File: config.mk
export PLATFORM = sky130hd
export DESIGN_NAME = uart_prog_loader
export DESIGN_NICKNAME = d
export VERILOG_FILES = /design/src/rtl/uart_pkg.sv /design/src/rtl/uart_rx_core.sv /design/src/rtl/uart_prog_loader.sv
export SDC_FILE = /design/constraint.sdc
export NUM_CORES = 1
export LEC_CHECK = 0
export ABC_AREA = 1
export BUFFER_PORTS_ARGS = -buffer_cell sky130_fd_sc_hd__buf_4
export CAP_MARGIN = 10
export CORE_ASPECT_RATIO = 2
export CORE_UTILIZATION = 40
export CTS_CLUSTER_SIZE = 8
export DETAILED_ROUTE_END_ITERATION = 16
export PLACE_DENSITY = 0.54
export SKIP_LAST_GASP = 1
export SLEW_MARGIN = 40
export SYNTH_ARGS = -nofsm -noshare
export SYNTH_HDL_FRONTEND = slang
export SYNTH_HIERARCHICAL = 1
export SYNTH_SLANG_ARGS = --single-unit
File: constraint.sdc
create_clock -name clk -period 3.36 [get_ports clk]
set_clock_uncertainty 0.1 [all_clocks]
set_input_delay 0.336 -clock clk [delete_from_list [all_inputs] [get_ports clk]]
set_output_delay 0.336 -clock clk [all_outputs]
set_load 0.005 [all_outputs]
File: src/rtl/uart_pkg.sv
// uart_pkg: shared types and defaults for the UART receive path and program loader.
// Rev 1.0
`default_nettype none

package uart_pkg;

  localparam int DEFAULT_CLKS_PER_BIT = 434;

  typedef enum logic [1:0] {
    IDLE  = 2'd0,
    START = 2'd1,
    DATA  = 2'd2,
    STOP  = 2'd3
  } rx_state_t;

  typedef logic [7:0]  byte_t;
  typedef logic [31:0] word_t;

endpackage

`default_nettype wire

File: src/rtl/uart_rx_core.sv
// uart_rx_core: 2-flop rx synchronizer plus 8N1 receive FSM; one-cycle byte/error pulses.
// Rev 1.0
`default_nettype none

module uart_rx_core
  import uart_pkg::*;
#(
  parameter int CLKS_PER_BIT = DEFAULT_CLKS_PER_BIT
) (
  input  logic  clk,
  input  logic  Rst,
  input  logic  rx,
  output byte_t rx_byte,
  output logic  byte_valid,
  output logic  frame_err_pulse
);

  localparam logic [15:0] C_HALF_M1 = 16'(CLKS_PER_BIT / 2 - 1);
  localparam logic [15:0] C_FULL_M1 = 16'(CLKS_PER_BIT - 1);

  logic [1:0]  r_sync;
  logic        r_rx_prev;
  logic        w_rx_s;
  rx_state_t   r_state;
  logic [15:0] r_cnt;
  logic [2:0]  r_bit_idx;
  byte_t       r_shift;

  assign w_rx_s = r_sync[1];

  always_ff @(posedge clk or negedge Rst) begin
    if (!Rst) begin
      r_sync          <= 2'b11;
      r_rx_prev       <= 1'b1;
      r_state         <= IDLE;
      r_cnt           <= '0;
      r_bit_idx       <= '0;
      r_shift         <= '0;
      rx_byte         <= '0;
      byte_valid      <= 1'b0;
      frame_err_pulse <= 1'b0;
    end else begin
      r_sync          <= {r_sync[0], rx};
      r_rx_prev       <= w_rx_s;
      byte_valid      <= 1'b0;
      frame_err_pulse <= 1'b0;
      case (r_state)
        IDLE: begin
          if (r_rx_prev && !w_rx_s) begin
            r_state <= START;
            r_cnt   <= '0;
          end
        end
        START: begin
          // A line already back high at mid-start-bit is a glitch, not an error.
          if (r_cnt == C_HALF_M1) begin
            r_cnt     <= '0;
            r_bit_idx <= '0;
            r_state   <= w_rx_s ? IDLE : DATA;
          end else begin
            r_cnt <= r_cnt + 16'd1;
          end
        end
        DATA: begin
          if (r_cnt == C_FULL_M1) begin
            r_cnt     <= '0;
            r_shift   <= {w_rx_s, r_shift[7:1]};
            r_bit_idx <= r_bit_idx + 3'd1;
            if (r_bit_idx == 3'd7) r_state <= STOP;
          end else begin
            r_cnt <= r_cnt + 16'd1;
          end
        end
        STOP: begin
          if (r_cnt == C_FULL_M1) begin
            r_cnt   <= '0;
            r_state <= IDLE;
            if (w_rx_s) begin
              byte_valid <= 1'b1;
              rx_byte    <= r_shift;
            end else begin
              frame_err_pulse <= 1'b1;
            end
          end else begin
            r_cnt <= r_cnt + 16'd1;
          end
        end
        default: r_state <= IDLE;
      endcase
    end
  end

endmodule

`default_nettype wire

File: src/rtl/uart_prog_loader.sv
// uart_prog_loader: packs received UART bytes little-endian into 32-bit words and writes them to imem.
// Rev 1.0
`default_nettype none

module uart_prog_loader
  import uart_pkg::*;
#(
  parameter int CLKS_PER_BIT = DEFAULT_CLKS_PER_BIT,
  parameter int ADDR_W       = 10
) (
  input  logic              clk,
  input  logic              Rst,
  input  logic              rx,
  input  logic              prog,
  output logic              imem_en,
  output logic              imem_prog_ena,
  output logic [ADDR_W-1:0] imem_addr,
  output word_t             imem_din,
  output logic [ADDR_W:0]   word_count,
  output logic              full,
  output logic              frame_err
);

  localparam logic [ADDR_W:0]   C_LAST_COUNT = {1'b0, {ADDR_W{1'b1}}};
  localparam logic [ADDR_W:0]   C_ONE_COUNT  = {{ADDR_W{1'b0}}, 1'b1};
  localparam logic [ADDR_W-1:0] C_ONE_ADDR   = {{(ADDR_W-1){1'b0}}, 1'b1};

  byte_t             w_rx_byte;
  logic              w_byte_valid;
  logic              w_frame_err_pulse;
  logic              r_prog_d;
  logic [1:0]        r_byte_idx;
  word_t             r_word;
  logic [ADDR_W-1:0] r_addr;
  logic              w_prog_rise;
  logic              w_prog_fall;
  logic              w_accept;

  uart_rx_core #(
    .CLKS_PER_BIT(CLKS_PER_BIT)
  ) u_rx (
    .clk             (clk),
    .Rst             (Rst),
    .rx              (rx),
    .rx_byte         (w_rx_byte),
    .byte_valid      (w_byte_valid),
    .frame_err_pulse (w_frame_err_pulse)
  );

  assign w_prog_rise = prog & ~r_prog_d;
  assign w_prog_fall = ~prog & r_prog_d;
  assign w_accept    = w_byte_valid & prog & ~full & ~w_prog_rise;

  always_ff @(posedge clk or negedge Rst) begin
    if (!Rst) begin
      r_prog_d      <= 1'b0;
      r_byte_idx    <= '0;
      r_word        <= '0;
      r_addr        <= '0;
      imem_en       <= 1'b0;
      imem_prog_ena <= 1'b0;
      imem_addr     <= '0;
      imem_din      <= '0;
      word_count    <= '0;
      full          <= 1'b0;
      frame_err     <= 1'b0;
    end else begin
      r_prog_d      <= prog;
      imem_en       <= 1'b0;
      imem_prog_ena <= 1'b0;
      if (w_prog_rise) begin
        r_addr     <= '0;
        r_byte_idx <= '0;
        word_count <= '0;
        full       <= 1'b0;
        frame_err  <= 1'b0;
      end else begin
        if (w_frame_err_pulse) frame_err <= 1'b1;
        if (w_prog_fall) begin
          r_byte_idx <= '0;
        end else if (w_accept) begin
          if (r_byte_idx == 2'd3) begin
            imem_en       <= 1'b1;
            imem_prog_ena <= 1'b1;
            imem_addr     <= r_addr;
            imem_din      <= {w_rx_byte, r_word[23:0]};
            word_count    <= word_count + C_ONE_COUNT;
            r_byte_idx    <= '0;
            // The final slot sets full instead of wrapping the address.
            if (word_count == C_LAST_COUNT) full <= 1'b1;
            else                            r_addr <= r_addr + C_ONE_ADDR;
          end else begin
            r_word[{r_byte_idx, 3'b000} +: 8] <= w_rx_byte;
            r_byte_idx                        <= r_byte_idx + 2'd1;
          end
        end
      end
    end
  end

endmodule

`default_nettype wire

[Word-level counts from Yosys, hierarchy flattened]
Cells that the tools add are included.
Operators by class
  add/subtract/negate cells: 6
  equal/unequal tests: 15
  shift-type cells: 2
  muxes and demuxes: 45
  bitwise gates (word level): 11
  reductions and logical operators: 19
Operators with widths (number)
  $mux W10: 5
  $mux W16: 3
  $pmux W16 S3: 1
  $mux W11: 4
  $bwmux W32: 1
  $shift A8 B7 Y32 const A: 1
  $shiftx A8 B7 Y32: 1
  $mux W2: 10
  $mux W1: 17
  $add A16 B1 Y16 const B: 1
  $eq A16 B8 Y1 const B: 1
  $eq A16 B9 Y1 const B: 1
  $reduce_and A4 Y1: 4
  $add A11 B1 Y11 const B: 1
  $eq A11 B10 Y1 const B: 1
  $add A10 B1 Y10 const B: 1
  $ne A2 B1 Y1 const B: 5
  $reduce_bool A2 Y1: 5
  $reduce_and A3 Y1: 3
  $pmux W2 S4: 1
  $neg A5 Y7: 1
  $eq A2 B2 Y1 const B: 3
  $mux W3: 2
  $not A1 Y1: 6
  other kinds (14): 19
Word-level totals
  register bits: 143
  input port bits: 4
  output and inout port bits: 57
  word-level logic and storage cells: 117

[Logic depth before layout (Yosys ltp)]
Gate-level depths: netlist of the first run.
  depth in word-level cells: 7
  depth in mapped cells: 11
  mapped depth without buffers: 11

[Cells and area by module]
The synthesis of the first run kept the hierarchy.
Modules (own cells, without submodules)
  uart_prog_loader: times used 1, cells an instance 499, area each 4295.4 µm², seq. area each 2327.2 µm²
  uart_rx_core: times used 1, cells an instance 267, area each 2269.7 µm², seq. area each 1054.8 µm²

[Worst setup path before layout of the first run]
Ideal clock, no wire load.
  path kind: reg2reg
  start: reg r_byte_idx[0]
  end: reg imem_din[0]
  library setup time: 0.117 ns
  data arrival time: 1.418 ns
  data required time: 3.143 ns
  path slack: 1.725 ns
  cell stages (with the launch flop): 8
  path buffers: 1
  clock period less this slack: 1.635 ns
  cell sequence: dfrtp_1 ha_1 nand4_2 nor3_4 inv_4 buf_6 nand2_1 o21ai_2
On the way
  longest elaborated chain between the ends: 2
Ends and longest elaborated chain
  start: declaration: RTL line uart_prog_loader.sv:32  | logic [1:0] r_byte_idx;
  start signal: assignment: RTL line uart_prog_loader.sv:94  | r_byte_idx <= r_byte_idx + 2'd1;
  $eq A2 B2 Y1: RTL line uart_prog_loader.sv:82  | if (r_byte_idx == 2'd3) begin
  $reduce_and A4 Y1 (no source line)
  end signal: assignment: RTL line uart_prog_loader.sv:86  | imem_din <= {w_rx_byte, r_word[23:0]};
  end: declaration: RTL line uart_prog_loader.sv:18  | output word_t imem_din,
No other way between the ends.
A chain may end at the register's enable or synchronous reset.

[Worst setup path after layout of the first run]
  start: in prog
  end: reg word_count[2]
On the way
  longest elaborated chain between the ends: 5
  elaborated cells on any way between the ends: 12
  classes of those cells: eq/ne (1); mux (1); bitwise (7); reduce/logical (3)
Ends and longest elaborated chain
  start: declaration: RTL line uart_prog_loader.sv:14  | input logic prog,
  $and A1 B1 Y1, on equally long branches: RTL line uart_prog_loader.sv:52, uart_prog_loader.sv:50
  $and A1 B1 Y1 / $not A1 Y1 (equally long branches)
  $and A1 B1 Y1: RTL line uart_prog_loader.sv:52  | assign w_accept = w_byte_valid & prog & ~full & ~w_prog_rise;
  $reduce_bool A2 Y1 (no source line)
  $reduce_and A3 Y1 (no source line)
  end signal: assignment: RTL line uart_prog_loader.sv:87  | word_count <= word_count + C_ONE_COUNT;
  end: declaration: RTL line uart_prog_loader.sv:19  | output logic [ADDR_W:0] word_count,
Parallel ways exist; a longest one is shown, timed or not.

==> metrics.txt, run 1 <==
status=finished clean; most frequent cells in the layout=247 x nand2_1, 132 x dfrtp_1, 70 x inv_1; Sequential Power Share=0.436; Fin. Hold Viols=0; Slew @ Worst Pin=0.721 ns; fin crit share=0.773; Distinct cells, synth=40; Slew Limit Fails=0; layout cell share with drive strength beyond 1=0.189; Comb pwr share=0.122; dpl hpwl=11.4 mm; IO buf count=60; Peak VDD IR=0.380 mV; drt initial violations=247; CP max FO=15; Yosys Warn Count=6; vias in the first global route=5155; sequential-to-total area share from yosys stat=0.515; Synth area leaders=dfrtp_1 50%, nand2_1 14%, o21ai_2 4.7%; RSZ-0062 raised after global routing=false; minimum clock period=2.60 ns; syn_nets=784; remaining antenna violation count after routing=0; gr usage total=0.195; Critical Path AT=2.80 ns; Psw=1050 uW; number of buffers created by CTS=17; post_cts resized=0; grt total ovfl=0; WL per Instance=14.7 um; Req. time, crit path=3.56 ns; Syn Inst Count=766; Root Driver=clkbuf_16; synthesis-to-layout area growth=17.6%; CTS tree=yes; FF+latch count, synth=135; switching share of total power=0.262; Worst setup EP type=flop; cell leakage power=0.00382 uW; global-route wire length before repair=25.2 mm; Clock transition at path regs=0.06 ns; relative slew slack=0.519; Ports=61; most common cell after layout, fill and taps aside=nand2_1; Core Box Area=15900 um2; routability cong.=0.840; post-synthesis area per instance=8.57 um2; critical path startpoint category=input pin; Die Width=92.6 um; # rows=65; Mapped Area=6570 um2; Hold Crit Class=flop to flop; Clock Power Share=0.442; via count=5176; Initial Util=0.412; Die Height=183 um; CTS max path bufs=2; Yosys top cell by area=dfrtp_1; clk sinks=135; Int Power=2960 uW; Final setup viols=0; # nets final=848; number of iterations in the first detailed-routing pass=5; max_cap viols=0; H-Tree Depth=4; post-synth top area share=0.503; initial antenna violation count=0; power per cell area=520 nW/um2; FMAX=0.385 GHz; largest net degree at the start of global routing=85; clock latency on the worst-skew pair=0.41 ns; Die Area=17000 um2; DR DRC count=0; DR vias/cell=4.96; diode count=0; CP Class=input pin to flop; WHS=0.254 ns; final setup TNS=0 ns; drt total wl=15.3 mm
## critical path, cell delays in order
cell	delay [ns]
dlygate4sd3_1	0.54
buf_4	0.15
ha_1	0.41
inv_1	0.37
nand2_1	0.15
nand3_1	0.42
o31ai_1	0.41
## cells in the mapped netlist (all sizes together)
| master | instances |
|---|---|
| nand2 | 256 |
| dfrtp | 132 |
| o21ai | 89 |
| inv | 76 |
| nor2 | 64 |
| nand3 | 51 |
| a21oi | 24 |
| buf | 21 |
| ha | 14 |
| nand4 | 12 |
| nor3 | 7 |
| xor2 | 5 |
| dfstp | 3 |
| clkinv | 2 |
| o22ai | 2 |
| a21boi | 1 |
| a31oi | 1 |
| nand3b | 1 |
| o211ai | 1 |
| o21a | 1 |
| o31ai | 1 |
| or2 | 1 |
| xnor2 | 1 |
## per-stage QoR
stage / util / total power, uW / cells / cell area, um2 / setup slack, ns
floorplan: - / 2120 / 766 / 6570 / 1.73
global placement: 0.447 / 2250 / 1009 / 7130 / 0.945
detailed placement: 0.447 / 2270 / 1009 / 7130 / 0.866
CTS: 0.484 / 4070 / 1044 / 7720 / 0.743
global route: 0.484 / 4210 / 1044 / 7720 / 0.500
finish: 0.484 / 4020 / 1044 / 7720 / 0.763
## final timing paths
kind	start	depth (start not counted)	slack, ns	endpoint
worst max-delay path	prog	7	0.76	word_count[2]$_DFFE_PN0P_
max in group asynchronous	Rst	3	1.89	u_rx/r_rx_prev$_DFF_PN1_
worst max register to register	r_prog_d$_DFF_PN0_	6	0.94	word_count[2]$_DFFE_PN0P_
min in group asynchronous	Rst	2	0.44	imem_addr[3]$_DFFE_PN0P_
worst min-delay path	u_rx/r_sync[0]$_DFF_PN1_	0	0.25	u_rx/r_sync[1]$_DFF_PN1_
worst min register to register	u_rx/r_sync[0]$_DFF_PN1_	0	0.25	u_rx/r_sync[1]$_DFF_PN1_
## cell families (layout without fill, tap and decap cells)
family                   count (synthesis)  in the layout  share of synthesized area
flip-flops                             135            135                      0.515
XOR/XNOR                                 6              6                    0.00800
AO/OA/AOI/OAI                          120            120                      0.118
AND/OR/NAND/NOR                        392            392                      0.257
buffers and inverters                   99            176                     0.0745
adder cells (fa/ha/maj)                 14             14                     0.0267
## power groups by stage
stage	clock network, uW	registers [uW]	logic, uW
4_1_cts	1830	1750	493
2_1_floorplan	0	1750	363
5_1_grt	1900	1760	560
3_5_place_dp	0	1780	489
3_3_place_gp	0	1780	477
6_report	1770	1750	490
## area by class of cell
| class | instances | area (um2) |
|---|---|---|
| clock buffers | 27 | 483 |
| clock inverters | 5 | 75.1 |
| fillers | 1586 | 8220 |
| inverters | 78 | 312 |
| multi-input cells | 532 | 2690 |
| flip-flops and latches | 135 | 3380 |
| well taps | 201 | 251 |
| repair buffers | 66 | 522 |
## sequential cells by signal, indices dropped and copies added, names as in the netlist, 2 cells and up, named ones only
name	flops
u_rx/rx_byte	8
r_word	24
word_count	11
u_rx/r_cnt	16
r_addr	10
imem_din	32
imem_addr	10
r_byte_idx	2
u_rx/r_bit_idx	3
u_rx/r_shift	8
u_rx/r_sync	2
## per-layer routing
metal  global-route usage  up-vias  routed length (um)
met5                    0        -                   0
met4               0.0994        0                 572
met3               0.0481       29                 498
met2                0.370      106                8720
met1                0.189     2452                5540
li1                     -     2589                   -
## repair_timing
action | in CTS | in global routing
hold buffers | 3 | 0
setup buffers | 0 | 0
hold endpoints to repair | 83 | 0
Power figures use the tool's default switching activity.
==> run 2, diff against run 1 <==
- ABC_AREA: 1 -> 0
- PLACE_DENSITY: 0.54 -> 0.57
- clock period: 3.36 -> 2.3 ns (I/O delays scaled with it)
==> metrics.txt, run 2 <==
status=finished clean; CP Class=flop to flop; total chip power=6290 uW; Synth Flop Type=dfrtp_1; EDFF count, synth=0; remaining antenna violation count after routing=0; CTS tree=yes; syn_nets=615; routability cong.=0.777; clock latency on the worst-skew pair=0.42 ns; clk sinks=135; commonest cells in the netlist=171 x nand2_1, 132 x dfrtp_1, 45 x o21ai_0; largest net degree at the start of global routing=55; IO buf count=60; Slew @ Worst Pin=0.473 ns; # rows=63; post-synth top area share=0.546; Largest regs=imem_din x32, r_word x24, u_rx/r_cnt x16; largest register by flop count=imem_din; ys async rst share=1.00; fin crit share=0.948; Die Height=176 um; layout cell share with drive strength beyond 1=0.225; Hold Crit Class=input pin to async pin; Clock transition at path regs=0.05 ns; Synth area leaders=dfrtp_1 55%, nand2_1 11%, o21ai_0 3.7%; Critical Path AT=2.36 ns; relative slew slack=0.685; Syn Inst Count=597; Final Util=0.509; Final setup viols=0; sequential-to-total area share from yosys stat=0.559; Ports=61; post-synthesis area per instance=10.1 um2; gr usage total=0.189; Distinct cells, synth=52; WHS=0.219 ns; DR DRC count=0; number of buffers created by CTS=17; initial antenna violation count=0; cell leakage power=0.00373 uW; CTS max path bufs=2; Initial Util=0.408; diode count=0; pre-CTS setup slack=0.0271 ns; DR vias/cell=5.23; Die Width=89.0 um; synthesis-to-layout area growth=24.6%; minimum clock period=2.18 ns; dpl hpwl=9.57 mm; Yosys Warn Count=6; most frequent cells in the layout=171 x nand2_1, 132 x dfrtp_1, 79 x buf_4; via count=4632; Peak VDD IR=0.512 mV; Fin. Hold Viols=0; number of iterations in the first detailed-routing pass=4; power per cell area=835 nW/um2; final setup margin=0.120 ns; # nets final=695; vias in the first global route=4620; FF+latch count, synth=135; max_cap viols=0; critical path startpoint category=flop; count leader, synth=nand2_1; global-route wire length before repair=22.4 mm; Yosys top cell by area=dfrtp_1; Die Area=15600 um2; Core Box Area=14800 um2; Req. time, crit path=2.48 ns; grt total ovfl=0; Slew Limit Fails=0; most common cell after layout, fill and taps aside=nand2_1; Largest register FFs=32; drt total wl=13.4 mm; WL per Instance=15.1 um; CP max FO=26; drt initial violations=176; Worst setup EP type=flop; Mapped Area=6050 um2; FMAX=0.459 GHz; Root Driver=clkbuf_16; RSZ-0062 raised after global routing=true; H-Tree Depth=4
[run 2: cell count changes after synthesis, sizes merged, moves of 11 or more]
cell / previous run / this run
nand3: 51 / 21
a31oi: 1 / 14
clkbuf: 0 / 12
mux2: 0 / 26
nand2: 256 / 171
nor2: 64 / 22
inv: 76 / 16
a21oi: 24 / 13
o21ai: 89 / 45
[run 2: layer usage]
layer	global-route usage	share of wire	wire [um]
met4	0.103	0.031	417
met1	0.201	0.39	5170
met5	0	0	0
met3	0.0329	0.024	317
met2	0.343	0.56	7470
[run 2: worst max-delay path, cell delays in order, from the launching register on]
cell and delay, ns:
dfrtp_1 0.43, nor4_2 0.43, nand4_2 0.28, a22o_1 0.35, buf_12 0.17, a41oi_1 0.22
a31oi_1 0.07
[run 2: where the power goes]
part	internal (uW)	switching, uW	leakage (uW)
registers	2470	132	0.00185
clock network	2060	1020	0.000319
logic	262	355	0.00156
[run 2: timing repair]
item / 4_1_cts / 5_1_grt
resized for setup: 0 / 2
endpoints found under the hold margin: 49 / 0
endpoints found under the setup margin: 0 / 32
buffers inserted: 0 / 2
hold buffers: 3 / 0
[run 2: kinds of logic after synthesis]
| group | Yosys count | share of synthesized area |
|---|---|---|
| DFF | 135 | 0.559 |
| buffers and inverters | 41 | 0.0323 |
| and+or+nand+nor | 265 | 0.204 |
| muxes | 29 | 0.0583 |
| xor gates and xnor gates | 2 | 0.00290 |
| adders and majority gates | 14 | 0.0290 |
| AOI/OAI and AO/OA | 111 | 0.114 |
[run 2: worst paths after layout]
| check | endpoint | slack (ns) | from | cells past startpoint |
|---|---|---|---|---|
| min | imem_din[13]$_DFFE_PN0P_ | 0.22 | Rst | 2 |
| max | u_rx/r_cnt[4]$_DFFE_PN0P_ | 0.12 | u_rx/r_cnt[12]$_DFFE_PN0P_ | 6 |
| min in group clk | u_rx/r_sync[1]$_DFF_PN1_ | 0.26 | u_rx/r_sync[0]$_DFF_PN1_ | 0 |
| min reg2reg | u_rx/r_sync[1]$_DFF_PN1_ | 0.26 | u_rx/r_sync[0]$_DFF_PN1_ | 0 |
| max reg2reg | u_rx/r_cnt[4]$_DFFE_PN0P_ | 0.12 | u_rx/r_cnt[12]$_DFFE_PN0P_ | 6 |
| max in group asynchronous | u_rx/r_sync[0]$_DFF_PN1_ | 1.16 | Rst | 3 |
[run 2: layout make-up]
cell class / count / area (um2)
Clock buffer: 19 / 443
Clock inverter: 13 / 226
Fill cell: 1416 / 7280
Inverter: 16 / 60.1
Multi-Input combinational cell: 421 / 2490
Sequential cell: 135 / 3380
Tap cell: 195 / 244
Timing Repair Buffer: 86 / 694
[run 2: per-stage QoR]
stage | cell area, um2 | TNS [ns] | instances
after floorplan | 6050 | 0 | 597
after global placement | 6810 | 0 | 848
after detailed placement | 6810 | 0 | 848
after CTS | 7510 | 0 | 883
after global routing | 7540 | -0.0223 | 885
final | 7540 | 0 | 885
